<file path="config.mk">
export PLATFORM = sky130hd
export DESIGN_NAME = rbz_spi_master
export DESIGN_NICKNAME = d
export VERILOG_FILES = /design/src/rtl/rbz_spi_pkg.sv /design/src/rtl/rbz_spi_phase_timer.sv /design/src/rtl/rbz_spi_master.sv
export SDC_FILE = /design/constraint.sdc
export NUM_CORES = 1
export LEC_CHECK = 0
export ABC_AREA = 1
export CORE_MARGIN = 4
export CORE_UTILIZATION = 51
export DETAILED_ROUTE_END_ITERATION = 8
export PLACE_DENSITY = 0.71
export SYNTH_ARGS = -nofsm -noshare
export SYNTH_HDL_FRONTEND = slang
export SYNTH_SLANG_ARGS = --single-unit
</file>
<file path="constraint.sdc">
create_clock -name clk -period 3.3 [get_ports clk]
set_input_delay 0.495 -clock clk [delete_from_list [all_inputs] [get_ports clk]]
set_output_delay 0.495 -clock clk [all_outputs]
set_load 0.01 [all_outputs]
</file>
<file path="src/rtl/rbz_spi_pkg.sv">
// Shared definitions for the rbzero SPI master: command width,
// rbzero command codes and the controller state encoding.
package rbz_spi_pkg;

  // Width of the command field that leads every frame.
  localparam int CMD_W = 4;

  // rbzero slave-port command codes.
  localparam logic [CMD_W-1:0] CMD_REG_WRITE  = 4'h0;
  localparam logic [CMD_W-1:0] CMD_VEC_WRITE  = 4'h1;
  localparam logic [CMD_W-1:0] CMD_REG_BURST  = 4'h2;
  localparam logic [CMD_W-1:0] CMD_VEC_RESET  = 4'hF;

  // Controller states; each non-IDLE state lasts one programmable phase.
  typedef enum logic [2:0] {
    IDLE,
    SETUP,
    HIGH,
    LOW,
    HOLD,
    GAP
  } spi_state_e;

endpackage

</file>
<file path="src/rtl/rbz_spi_phase_timer.sv">
// Phase timer: down-counter reloaded with DIV-1 on load_i.
// tick_o is high in the last cycle of a DIV-cycle phase.
module rbz_spi_phase_timer #(
  parameter int DIV = 4
) (
  input  logic clk,
  input  logic rst_n,
  input  logic load_i,
  output logic tick_o
);

  localparam int CNT_W = $clog2(DIV);
  localparam logic [CNT_W-1:0] RELOAD = CNT_W'(DIV - 1);

  if (DIV < 2) begin : g_div_check
    $error("rbz_spi_phase_timer: DIV must be at least 2");
  end

  logic [CNT_W-1:0] cnt_q, cnt_d;

  // Reload on a state change, otherwise count down and rest at zero.
  always_comb begin
    cnt_d = cnt_q;
    if (load_i) begin
      cnt_d = RELOAD;
    end else if (cnt_q != '0) begin
      cnt_d = cnt_q - 1'b1;
    end
  end

  // Counter register.
  always_ff @(posedge clk or negedge rst_n) begin
    if (!rst_n) begin
      cnt_q <= '0;
    end else begin
      cnt_q <= cnt_d;
    end
  end

  assign tick_o = (cnt_q == '0);

endmodule

</file>
<file path="src/rtl/rbz_spi_master.sv">
// Mode-0 SPI master that serialises {command, payload} register-write
// frames for the rbzero slave ports. One frame per valid/ready handshake.
module rbz_spi_master #(
  parameter int CMD_W  = rbz_spi_pkg::CMD_W,
  parameter int DATA_W = 64,
  parameter int DIV    = 4,
  parameter int LEN_W  = $clog2(DATA_W + 1)
) (
  input  logic              clk,
  input  logic              rst_n,
  input  logic              i_valid,
  output logic              o_ready,
  input  logic [CMD_W-1:0]  i_cmd,
  input  logic [DATA_W-1:0] i_data,
  input  logic [LEN_W-1:0]  i_len,
  input  logic              i_abort,
  output logic              o_done,
  output logic              o_sclk,
  output logic              o_mosi,
  output logic              o_ss_n
);

  import rbz_spi_pkg::*;

  localparam int SR_W  = CMD_W + DATA_W;
  localparam int REM_W = $clog2(SR_W + 1);

  if (DIV < 2) begin : g_div_check
    $error("rbz_spi_master: DIV must be at least 2");
  end

  spi_state_e       state_q, state_d;
  logic [SR_W-1:0]  sr_q, sr_d;
  logic [REM_W-1:0] rem_q, rem_d;
  logic             sclk_q, sclk_d;
  logic             mosi_q, mosi_d;
  logic             ss_n_q, ss_n_d;
  logic             ready_q, ready_d;
  logic             done_q, done_d;
  logic             tmr_load;
  logic             tmr_tick;

  logic [LEN_W-1:0]  len_eff;
  logic [DATA_W-1:0] data_al;
  logic [REM_W-1:0]  n_bits;

  rbz_spi_phase_timer #(
    .DIV (DIV)
  ) u_timer (
    .clk    (clk),
    .rst_n  (rst_n),
    .load_i (tmr_load),
    .tick_o (tmr_tick)
  );

  // Clamp the length and left-align the payload so the first payload bit
  // follows the command LSB directly in the shift register.
  always_comb begin
    len_eff = (i_len > LEN_W'(DATA_W)) ? LEN_W'(DATA_W) : i_len;
    data_al = i_data << (LEN_W'(DATA_W) - len_eff);
    n_bits  = REM_W'(CMD_W) + REM_W'(len_eff);
  end

  // Next-state and registered-output logic; every transition reloads the timer.
  always_comb begin
    state_d  = state_q;
    sr_d     = sr_q;
    rem_d    = rem_q;
    sclk_d   = sclk_q;
    mosi_d   = mosi_q;
    ss_n_d   = ss_n_q;
    ready_d  = 1'b0;
    done_d   = 1'b0;
    tmr_load = 1'b0;

    case (state_q)
      IDLE: begin
        ready_d = 1'b1;
        if (i_valid && ready_q) begin
          state_d  = SETUP;
          sr_d     = {i_cmd, data_al};
          rem_d    = n_bits;
          ss_n_d   = 1'b0;
          sclk_d   = 1'b0;
          mosi_d   = i_cmd[CMD_W-1];
          ready_d  = 1'b0;
          tmr_load = 1'b1;
        end
      end
      SETUP: begin
        if (tmr_tick) begin
          state_d  = HIGH;
          sclk_d   = 1'b1;
          tmr_load = 1'b1;
        end
      end
      HIGH: begin
        if (tmr_tick) begin
          sclk_d   = 1'b0;
          tmr_load = 1'b1;
          if (rem_q > REM_W'(1)) begin
            // Falling edge: present the next bit for the following rise.
            state_d = LOW;
            sr_d    = sr_q << 1;
            mosi_d  = sr_q[SR_W-2];
            rem_d   = rem_q - 1'b1;
          end else begin
            // Last bit keeps driving mosi through HOLD for slave hold time.
            state_d = HOLD;
            rem_d   = '0;
          end
        end
      end
      LOW: begin
        if (tmr_tick) begin
          state_d  = HIGH;
          sclk_d   = 1'b1;
          tmr_load = 1'b1;
        end
      end
      HOLD: begin
        if (tmr_tick) begin
          state_d  = GAP;
          ss_n_d   = 1'b1;
          mosi_d   = 1'b0;
          tmr_load = 1'b1;
        end
      end
      GAP: begin
        if (tmr_tick) begin
          state_d  = IDLE;
          ready_d  = 1'b1;
          done_d   = 1'b1;
          tmr_load = 1'b1;
        end
      end
      default: begin
        state_d = IDLE;
        ready_d = 1'b1;
        ss_n_d  = 1'b1;
        sclk_d  = 1'b0;
        mosi_d  = 1'b0;
      end
    endcase

    // Abort releases the bus immediately and finishes through GAP so the
    // slave still sees the normal inter-frame deselect time.
    if (i_abort && (state_q != IDLE) && (state_q != GAP)) begin
      state_d  = GAP;
      sclk_d   = 1'b0;
      ss_n_d   = 1'b1;
      mosi_d   = 1'b0;
      rem_d    = '0;
      ready_d  = 1'b0;
      done_d   = 1'b0;
      tmr_load = 1'b1;
    end
  end

  // State, datapath and output registers; reset deselects the slave at once.
  always_ff @(posedge clk or negedge rst_n) begin
    if (!rst_n) begin
      state_q <= IDLE;
      sr_q    <= '0;
      rem_q   <= '0;
      sclk_q  <= 1'b0;
      mosi_q  <= 1'b0;
      ss_n_q  <= 1'b1;
      ready_q <= 1'b1;
      done_q  <= 1'b0;
    end else begin
      state_q <= state_d;
      sr_q    <= sr_d;
      rem_q   <= rem_d;
      sclk_q  <= sclk_d;
      mosi_q  <= mosi_d;
      ss_n_q  <= ss_n_d;
      ready_q <= ready_d;
      done_q  <= done_d;
    end
  end

  assign o_sclk  = sclk_q;
  assign o_mosi  = mosi_q;
  assign o_ss_n  = ss_n_q;
  assign o_ready = ready_q;
  assign o_done  = done_q;

endmodule

</file>
# Yosys cells after proc, flatten, opt, wreduce, memory -nomap -nowiden
# Cells that the tools add are included.
# classes
magnitude_cmp	2
reduce_logical	22
mux	41
shifts	1
add_sub_neg	4
n_eq_ne	18
# ops
cell	count
$mux 67	3
$pmux 67 s2	1
$shl 64x7->64	1
$mux 7	5
$mux 3	7
$ne 3x3->1 const B	6
$mux 1	16
$pmux 3 s5	1
$pmux 7 s2	1
$reduce_and 5->1	2
$pmux 1 s4	2
$reduce_and 4->1	2
$reduce_or 4->1	2
$add 3x7->7 const A	1
$gt 7x1->1 const B	1
$gt 7x7->1 const B	1
$sub 7x1->7 const B	1
$sub 7x7->7 const A	1
$eq 3x2->1 const B	2
$eq 3x3->1 const B	2
$ne 2x1->1 const B	3
$ne 2x2->1 const B	3
$pmux 1 s3	2
$reduce_and 3->1	2
13 further kinds	20
# totals
ff_bits	84
out_inout_bits	5
elab_cells	97
in_bits	79

# Logic depth before layout (Yosys ltp)
# Gate-level depths: netlist (run 1).
# logic_depth
depth_word	6
ltp_mapped	21
depth_no_buf	16

# Hierarchy
# From an unflattened synthesis (run 1), not the netlist that was laid out.
# hier_totals
cells_unflattened	1409
hier_area_um2	8404.3
# by_module_without_submodules
mod	cells_per_inst	area_per_inst_um2	seq_area_each_um2	instances
rbz_spi_master	1395	8293.0	2054.5	1
rbz_spi_phase_timer	14	111.4	50.0	1

# Worst setup path after synthesis (run 1)
# No wires, ideal clock.
# synth_path
kind	input-to-reg
startpoint	input i_len[0]
endpoint	register sr_q[61]
path_buffers	6
slack_ns	0.282
t_arrival_ns	2.905
setup_ns	0.113
required_ns	3.187
path_stages	21
cell_sequence	buf_6 > nor2_2 > nand3_1 > nand2_1 > nand2_1 > buf_4 > buf_2 > ha_1 > clkbuf_1 > inv_1 > clkbuf_1 > clkbuf_1 > nand3_1 > nand2_1 > nand2_1 > nand3_1 > nand3_1 > nand3_1 > nand3_1 > nand2_1 > inv_1
# synth_between
elab_chain_len	6
# synth_rtl
element	line	rtl
start, declared	rbz_spi_master.sv:15	input logic [LEN_W-1:0] i_len,
$gt 7x7->1	rbz_spi_master.sv:59	len_eff = (i_len > LEN_W'(DATA_W)) ? LEN_W'(DATA_W) : i_len;
$mux 7 *	rbz_spi_master.sv:59	
$sub 7x7->7 *	rbz_spi_master.sv:60	data_al = i_data << (LEN_W'(DATA_W) - len_eff);
$shl 64x7->64 *	rbz_spi_master.sv:60	
$mux 67 *	rbz_spi_master.sv:79	if (i_valid && ready_q) begin
$pmux 67 s2 *	rbz_spi_master.sv:76	case (state_q)
end signal, assigned	rbz_spi_master.sv:173	sr_q <= sr_d;
end, declared	rbz_spi_master.sv:33	logic [SR_W-1:0] sr_q, sr_d;
# Every way passes the cells marked *; elsewhere a longest branch is shown, timed or not. The select of a mux whose other input is x is not followed.
# A chain may end at the register's enable or synchronous reset.

# Final worst setup path (run 1)
# layout_path
startpoint	input i_len[5]
endpoint	register sr_q[9]
# The elaborated chain is that of the path after synthesis.

==> load_flow_metrics.sql, run 1 <==
INSERT INTO impl_metrics (metric_group, metric, value, unit) VALUES
('setup_path', 'setup.worst_path.class', 'input pin to flip-flop', ''),
('floorplan', 'design.die.area', '19300', 'sq um'),
('cells_and_area', 'antenna-diode-count', '0', ''),
('synthesis', 'syn_avg_cell_area', '5.86', 'sq um'),
('global_routing', 'groute.usage.overall', '32.4', '%'),
('placed_design', 'place_hpwl', '24.2', 'mm'),
('synthesis', 'synth.top_cells.by_area', 'nand3_1 (33%), dfrtp_1 (24%), nand2_1 (12%), a21oi_1 (5.7%), inv_1 (4.7%)', ''),
('setup_path', 'crit_end', 'sr_q[9]', ''),
('outcome', 'status', 'finished clean', ''),
('setup_path', 'worst-r2r-setup-slack', '0.57', 'ns'),
('detailed_routing', 'routedWlPerCell', '18.4', 'um'),
('timing', 'timing.setup.tns', '0', 'ns'),
('timing', 'maxSlewViolCount', '0', ''),
('clock_network', 'cts_setup_buffers', '0', ''),
('floorplan', 'rows', '47', ''),
('cells_and_area', 'layout_cells_sized_above_1', '6.90', '%'),
('detailed_routing', 'route.vias.total', '10500', ''),
('timing', 'final_hold_viol_count', '0', ''),
('synthesis', 'ys_warn_count', '0', ''),
('clock_network', 'clkSinkCount', '84', ''),
('cells_and_area', 'fin_nets', '1604', ''),
('timing', 'whs', '0.206', 'ns'),
('cells_and_area', 'final_util', '60.9', '%'),
('synthesis', 'yosys.area.top_type', 'nand3_1', ''),
('synthesis', 'ys_seq_area_share', '24.1', '%'),
('setup_path', 'cp-end-kind', 'flip-flop', ''),
('timing', 'period_share', '88.3', '%'),
('setup_path', 'cp-start-kind', 'input pin', ''),
('synthesis', 'synth.ff_latch_count', '84', ''),
('timing', 'maxClockFrequency', '343', 'MHz'),
('synthesis', 'postSynth.topFlopCell', 'dfrtp_1', ''),
('cells_and_area', 'layout_common_cells', 'nand3_1 (584), nand2_1 (284), inv_1 (107), a21oi_1 (99), dfrtp_1 (82)', ''),
('synthesis', 'ys_types', '36', ''),
('setup_path', 'worst_r2r_endpoint', 'sr_q[9]', ''),
('detailed_routing', 'drt_pre_antenna_iters', '6', ''),
('floorplan', 'core_area', '16700', 'sq um'),
('detailed_routing', 'max_layer_used', 'met4', ''),
('timing', 'shortest_clock_period_the_worst_path_allows_after_layout', '2.92', 'ns'),
('setup_path', 'data_arrival_time_of_the_critical_path', '3.15', 'ns'),
('timing', 'worst_margin_pin_slew', '0.740', 'ns'),
('detailed_routing', 'met3RoutedLength', '2.03', 'mm'),
('power', 'cellLeakagePower', '4.90', 'nW'),
('cells_and_area', 'synthToLayoutAreaGrowth', '16.4', '%'),
('clock_network', 'clock_tree_buffer_depth', '2', ''),
('detailed_routing', 'drt_iter0_drc', '1321', ''),
('clock_network', 'clkSlewWorstSetupHoldPaths', '0.06', 'ns'),
('run', 'max_capacitance_violation_count', '0', ''),
('placed_design', 'globalplace.congestion', '1.04', ''),
('clock_network', 'clkLatencyLatePin', '0.34', 'ns'),
('setup_path', 'maximum_fanout_along_the_worst_path', '74', ''),
('setup_path', 'startpoint', 'i_len[5]', ''),
('floorplan', 'floorplan.io_pins', '84', ''),
('floorplan', 'initial_core_util', '52.3', '%'),
('synthesis', 'synth_nets', '1577', ''),
('clock_network', 'cts-resized-gates', '0', ''),
('timing', 'finalSetupViolations', '0', ''),
('detailed_routing', 'detail_route.drc_violations', '0', ''),
('global_routing', 'largest_net_degree_at_the_start_of_global_routing', '75', ''),
('clock_network', 'cts_inserted_buffers', '9', ''),
('detailed_routing', 'routed_wirelength', '32.0', 'mm'),
('hold_path', 'hold_path_class', 'input pin to async pin', ''),
('global_routing', 'grt_antenna_before_repair', '0', ''),
('setup_path', 'rr_startpoint', 'state_q[1]', ''),
('placed_design', 'port_buffers', '83', ''),
('synthesis', 'synth_area', '8730', 'sq um'),
('power', 'power.ir.vdd_worst', '559', 'uV'),
('floorplan', 'dieHeight', '139', 'um'),
('cells_and_area', 'mostFrequentLayoutCell', 'nand3_1', ''),
('clock_network', 'clockRootBuffer', 'clkbuf_16', ''),
('detailed_routing', 'antenna_violating_nets_post_route', '0', ''),
('global_routing', 'residual_overflow_from_global_routing', '0', '');
-- per-layer routing --
| metal | vias up | track usage (%) |
|---|---|---|
| met5 | - | 0 |
| met4 | 0 | 12.8 |
| met3 | 78 | 5.52 |
| met2 | 414 | 54.6 |
| met1 | 4915 | 41.3 |
| li1 | 5140 | - |
-- sequential cells by signal (all words and copies together), names as in the netlist --
name / count
sr_q: 67
o_ss_n: 1
rem_q: 7
state_q: 3
o_mosi: 1
u_timer.cnt_q: 2
o_ready: 1
o_done: 1
o_sclk: 1
-- worst min path at each step --
stage	endpoint	start	slack (ns)	depth (start not counted)
finish	rem_q[4]	rst_n	0.21	1
global route	rem_q[4]	rst_n	0.27	1
CTS	rem_q[4]	rst_n	0.24	1
detailed placement	sr_q[11]	sr_q[11]	0.47	2
global placement	sr_q[0]	sr_q[0]	0.47	2
floorplan	o_done	rst_n	0.20	0
-- where the power goes --
group	switching [mW]	leakage (nW)	internal, mW
sequential	0.290	1.02	1.56
combinational	2.61	3.73	1.48
clock	0.415	0.160	0.708
total	3.32	4.90	3.74
-- cells by family after synthesis --
kind of cell	after synthesis	synth area share, %
and+or+nand+nor	995	52.6
DFF	84	24.1
adders and majority gates	8	1.15
buffers and inverters	232	11.2
AOI/OAI and AO/OA	165	10.2
xor gates and xnor gates	6	0.817
-- area by class of cell --
class | count | area, sq um
clock buffer | 13 | 260
inverter | 120 | 450
timing repair buffer | 128 | 1310
clock inverter | 3 | 68.8
fill | 1671 | 6540
sequential | 84 | 2100
multi-input combinational | 1174 | 5690
tap | 220 | 275
-- per-stage QoR --
step / setup slack [ns] / power, mW / std cells / cell area [sq um]
after global placement: 0.110 / 5.78 / 1726 / 9830
after CTS: 0.414 / 7.02 / 1742 / 10200
after detailed placement: 0.0740 / 5.87 / 1726 / 9830
after floorplan: 0.282 / 4.72 / 1490 / 8730
after global routing: 0.160 / 7.68 / 1742 / 10200
final: 0.385 / 7.06 / 1742 / 10200
-- Yosys cell counts, types with 2 or more instances --
| cell type | count |
|---|---|
| o211ai_1 | 4 |
| dfrtp_1 | 82 |
| a21oi_1 | 99 |
| dfstp_2 | 2 |
| o22ai_1 | 6 |
| nor3_1 | 4 |
| o21ai_1 | 10 |
| buf_1 | 10 |
| nand2_1 | 288 |
| nand4_1 | 14 |
| or2_2 | 14 |
| nor2_2 | 4 |
| inv_1 | 109 |
| inv_2 | 11 |
| a22oi_1 | 10 |
| a31oi_1 | 3 |
| xor2_1 | 5 |
| clkbuf_1 | 47 |
| o21ai_0 | 27 |
| nor2_1 | 79 |
| buf_2 | 43 |
| nand3_2 | 2 |
| ha_1 | 8 |
| nand3b_1 | 4 |
| buf_4 | 11 |
| nand3_1 | 584 |
-- critical path: stages --
cell and delay (ns):
clkdlybuf4s50_1 0.53, nor2_1 0.06, nand3_1 0.09, nand2_2 0.10, nand2_2 0.12, buf_12 0.27, nand3_2 0.19, xor2_4 0.23
inv_2 0.09, nor2_4 0.32, buf_4 0.28, nand4_1 0.15, a22oi_1 0.21
(Power assumes the default switching activity.)
==> run 2: changes to the inputs <==
- SKIP_CTS_REPAIR_TIMING: default -> 1
==> results of run 2 <==
No change in the layout: final DEF, timing and power equal those of run 1.
==> run 3: changes to the inputs <==
- MAX_ROUTING_LAYER: default -> met4
==> load_flow_metrics.sql, run 3 (synthesis gave the netlist of run 1 again) <==
INSERT INTO impl_metrics (metric_group, metric, value, unit) VALUES
('clock_network', 'clock_tree_buffer_depth', '2', ''),
('floorplan', 'chipWidth', '139', 'um'),
('setup_path', 'setup.worst_path.class', 'input pin to flip-flop', ''),
('setup_path', 'worst_ep_required_time', '3.53', 'ns'),
('floorplan', 'design.die.area', '19300', 'sq um'),
('clock_network', 'number_of_h_tree_levels', '3', ''),
('timing', 'shortest_clock_period_the_worst_path_allows_after_layout', '2.94', 'ns'),
('timing', 'fin_skew', '0.00540', 'ns'),
('cells_and_area', 'layout_common_cells', 'nand3_1 (584), nand2_1 (284), inv_1 (107), a21oi_1 (99), dfrtp_1 (82)', ''),
('floorplan', 'dieHeight', '139', 'um'),
('timing', 'finalSetupViolations', '0', ''),
('global_routing', 'residual_overflow_from_global_routing', '0', ''),
('timing', 'timing.setup.tns', '0', 'ns'),
('detailed_routing', 'routedWlPerCell', '18.1', 'um'),
('global_routing', 'grt_antenna_before_repair', '0', ''),
('placed_design', 'place_hpwl', '24.1', 'mm'),
('detailed_routing', 'route.vias.total', '10500', ''),
('detailed_routing', 'drt_pre_antenna_iters', '6', ''),
('setup_path', 'critical_path.most_common_cell', 'nand3_1', ''),
('placed_design', 'place_area', '9830', 'sq um'),
('timing', 'post-route-worst-setup-slack', '0.363', 'ns'),
('power', 'power_per_cell_area', '676', 'nW/um^2'),
('timing', 'final_hold_viol_count', '0', ''),
('clock_network', 'clkSlewWorstSetupHoldPaths', '0.06', 'ns'),
('outcome', 'status', 'finished clean', ''),
('cells_and_area', 'filler_cell_count', '1685', ''),
('placed_design', 'dp_worst_setup_slack', '0.106', 'ns'),
('setup_path', 'timing.critical_path.slowest_stage_cell', 'clkdlybuf4s50_1', ''),
('clock_network', 'clkSinkCount', '84', ''),
('timing', 'maxSlewViolCount', '0', ''),
('global_routing', 'grt_pass1_vias', '9809', ''),
('cells_and_area', 'fin_nets', '1604', ''),
('power', 'p_total', '6.84', 'mW'),
('detailed_routing', 'antenna_violating_nets_post_route', '0', ''),
('clock_network', 'clock_tree_from_tritoncts', 'yes', ''),
('setup_path', 'cp-start-kind', 'input pin', ''),
('run', 'max_capacitance_violation_count', '0', ''),
('placed_design', 'port_buffers', '83', ''),
('cells_and_area', 'reg_top3', 'sr_q x67, rem_q x7, state_q x3', ''),
('timing', 'grt_setup_unrepaired', 'no', ''),
('setup_path', 'cp_cell_sequence', 'clkdlybuf4s50_1, nor2_1, nand3_1, nand2_2, nand2_2, ha_2, xor2_4, buf_4, nand3_1, nand3_1, nand3_1, nand3_1, nand3_1, nand2_1, inv_1', ''),
('floorplan', 'core_area', '16700', 'sq um'),
('clock_network', 'clkLatencyLatePin', '0.34', 'ns'),
('timing', 'timing.slew.headroom', '51.3', '%'),
('cells_and_area', 'layout_cells_sized_above_1', '6.90', '%'),
('setup_path', 'cp_top_family', 'simple AND/OR/NAND/NOR gates', ''),
('detailed_routing', 'drt_iter0_drc', '1107', ''),
('global_routing', 'wire_length_of_the_first_global_routing_pass', '51.0', 'mm'),
('power', 'power.ir.vdd_worst', '616', 'uV'),
('cells_and_area', 'synthToLayoutAreaGrowth', '15.9', '%'),
('setup_path', 'data_arrival_time_of_the_critical_path', '3.17', 'ns'),
('setup_path', 'maximum_fanout_along_the_worst_path', '30', ''),
('power', 'cellLeakagePower', '4.88', 'nW'),
('setup_path', 'timing.critical_path.slowest_cell_delay', '0.46', 'ns'),
('hold_path', 'hold_path_class', 'input pin to async pin', ''),
('cells_and_area', 'post-route-cell-area', '10100', 'sq um'),
('clock_network', 'cts_inserted_buffers', '9', ''),
('cells_and_area', 'antenna-diode-count', '0', ''),
('setup_path', 'cp-end-kind', 'flip-flop', ''),
('detailed_routing', 'vias_per_cell', '6.05', ''),
('timing', 'period_share', '89.0', '%'),
('clock_network', 'clockRootBuffer', 'clkbuf_16', ''),
('floorplan', 'rows', '47', ''),
('floorplan', 'initial_core_util', '52.3', '%'),
('cells_and_area', 'mostFrequentLayoutCell', 'nand3_1', ''),
('timing', 'worst_margin_pin_slew', '0.730', 'ns'),
('cells_and_area', 'flip_flop_count_of_the_largest_register_after_layout', '67', ''),
('detailed_routing', 'routed_wirelength', '31.6', 'mm'),
('cells_and_area', 'registers.top_by_ff_count', 'sr_q', ''),
('detailed_routing', 'detail_route.drc_violations', '0', ''),
('floorplan', 'floorplan.io_pins', '84', ''),
('global_routing', 'largest_net_degree_at_the_start_of_global_routing', '75', ''),
('timing', 'maxClockFrequency', '341', 'MHz'),
('placed_design', 'globalplace.congestion', '1.08', ''),
('global_routing', 'groute.usage.overall', '33.1', '%'),
('setup_path', 'cp_num_buf_inv', '3', '');
## run 3: cell count changes in the layout (fill, tap and decap cells not counted)
| cell | change |
|---|---|
| bufinv_16 | -2 |
| clkinv_2 | +1 |
| clkinv_4 | +1 |
| clkinvlp_4 | +1 |
| inv_6 | -1 |
## run 3: layout make-up
cell class,count,area [sq um],share of cell area (%)
Sequential cell,84,2100,20.8
Tap cell,220,275,2.72
Timing Repair Buffer,128,1310,13.0
Clock buffer,13,260,2.57
Inverter,120,450,4.45
Clock inverter,3,21.3,0.210
Multi-Input combinational cell,1174,5690,56.3
## run 3: routing by layer
| layer | wire length [um] | GRT usage, % | vias up |
|---|---|---|---|
| li1 | - | - | 5151 |
| met1 | 13200 | 41.4 | 4858 |
| met2 | 15000 | 54.2 | 447 |
| met3 | 2060 | 5.55 | 86 |
| met4 | 1260 | 11.6 | 0 |
| met5 | 0 | - | - |
## run 3: worst reg2reg max path: stages (launching register included)
cell and delay (ns):
dfrtp_1 0.47, inv_2 0.07, nor2_1 0.15, inv_2 0.06, nor2_4 0.09, inv_2 0.15
nor3_1 0.46, nor2_4 0.09, inv_2 0.38, buf_4 0.36, a21oi_1 0.10, o21ai_1 0.11
inv_1 0.05, a21oi_1 0.12
## run 3: worst paths after layout
| path | startpoint | endpoint | slack [ns] | cells past startpoint |
|---|---|---|---|---|
| min reg2reg | sr_q[0] | sr_q[0] | 0.49 | 2 |
| max reg2reg | state_q[1] | sr_q[43] | 0.57 | 13 |
| max in group asynchronous | rst_n | o_ss_n | 2.30 | 2 |
| min in group clk | sr_q[0] | sr_q[0] | 0.49 | 2 |
| max | i_len[5] | sr_q[48] | 0.36 | 15 |
| min | rst_n | rem_q[4] | 0.21 | 1 |
## run 3: report_power, final
group,switching (mW),total [mW],internal [mW]
clock network,0.400,0.951,0.552
logic,2.59,4.05,1.46
registers,0.287,1.84,1.56
## run 3: metrics by stage
step,hold WS (ns),std cells,utilization [%]
after floorplan,0.199,1490,-
after global placement,0.467,1726,58.9
after detailed placement,0.467,1726,58.9
after CTS,0.238,1742,60.6
after global routing,0.269,1742,60.6
final,0.211,1742,60.6
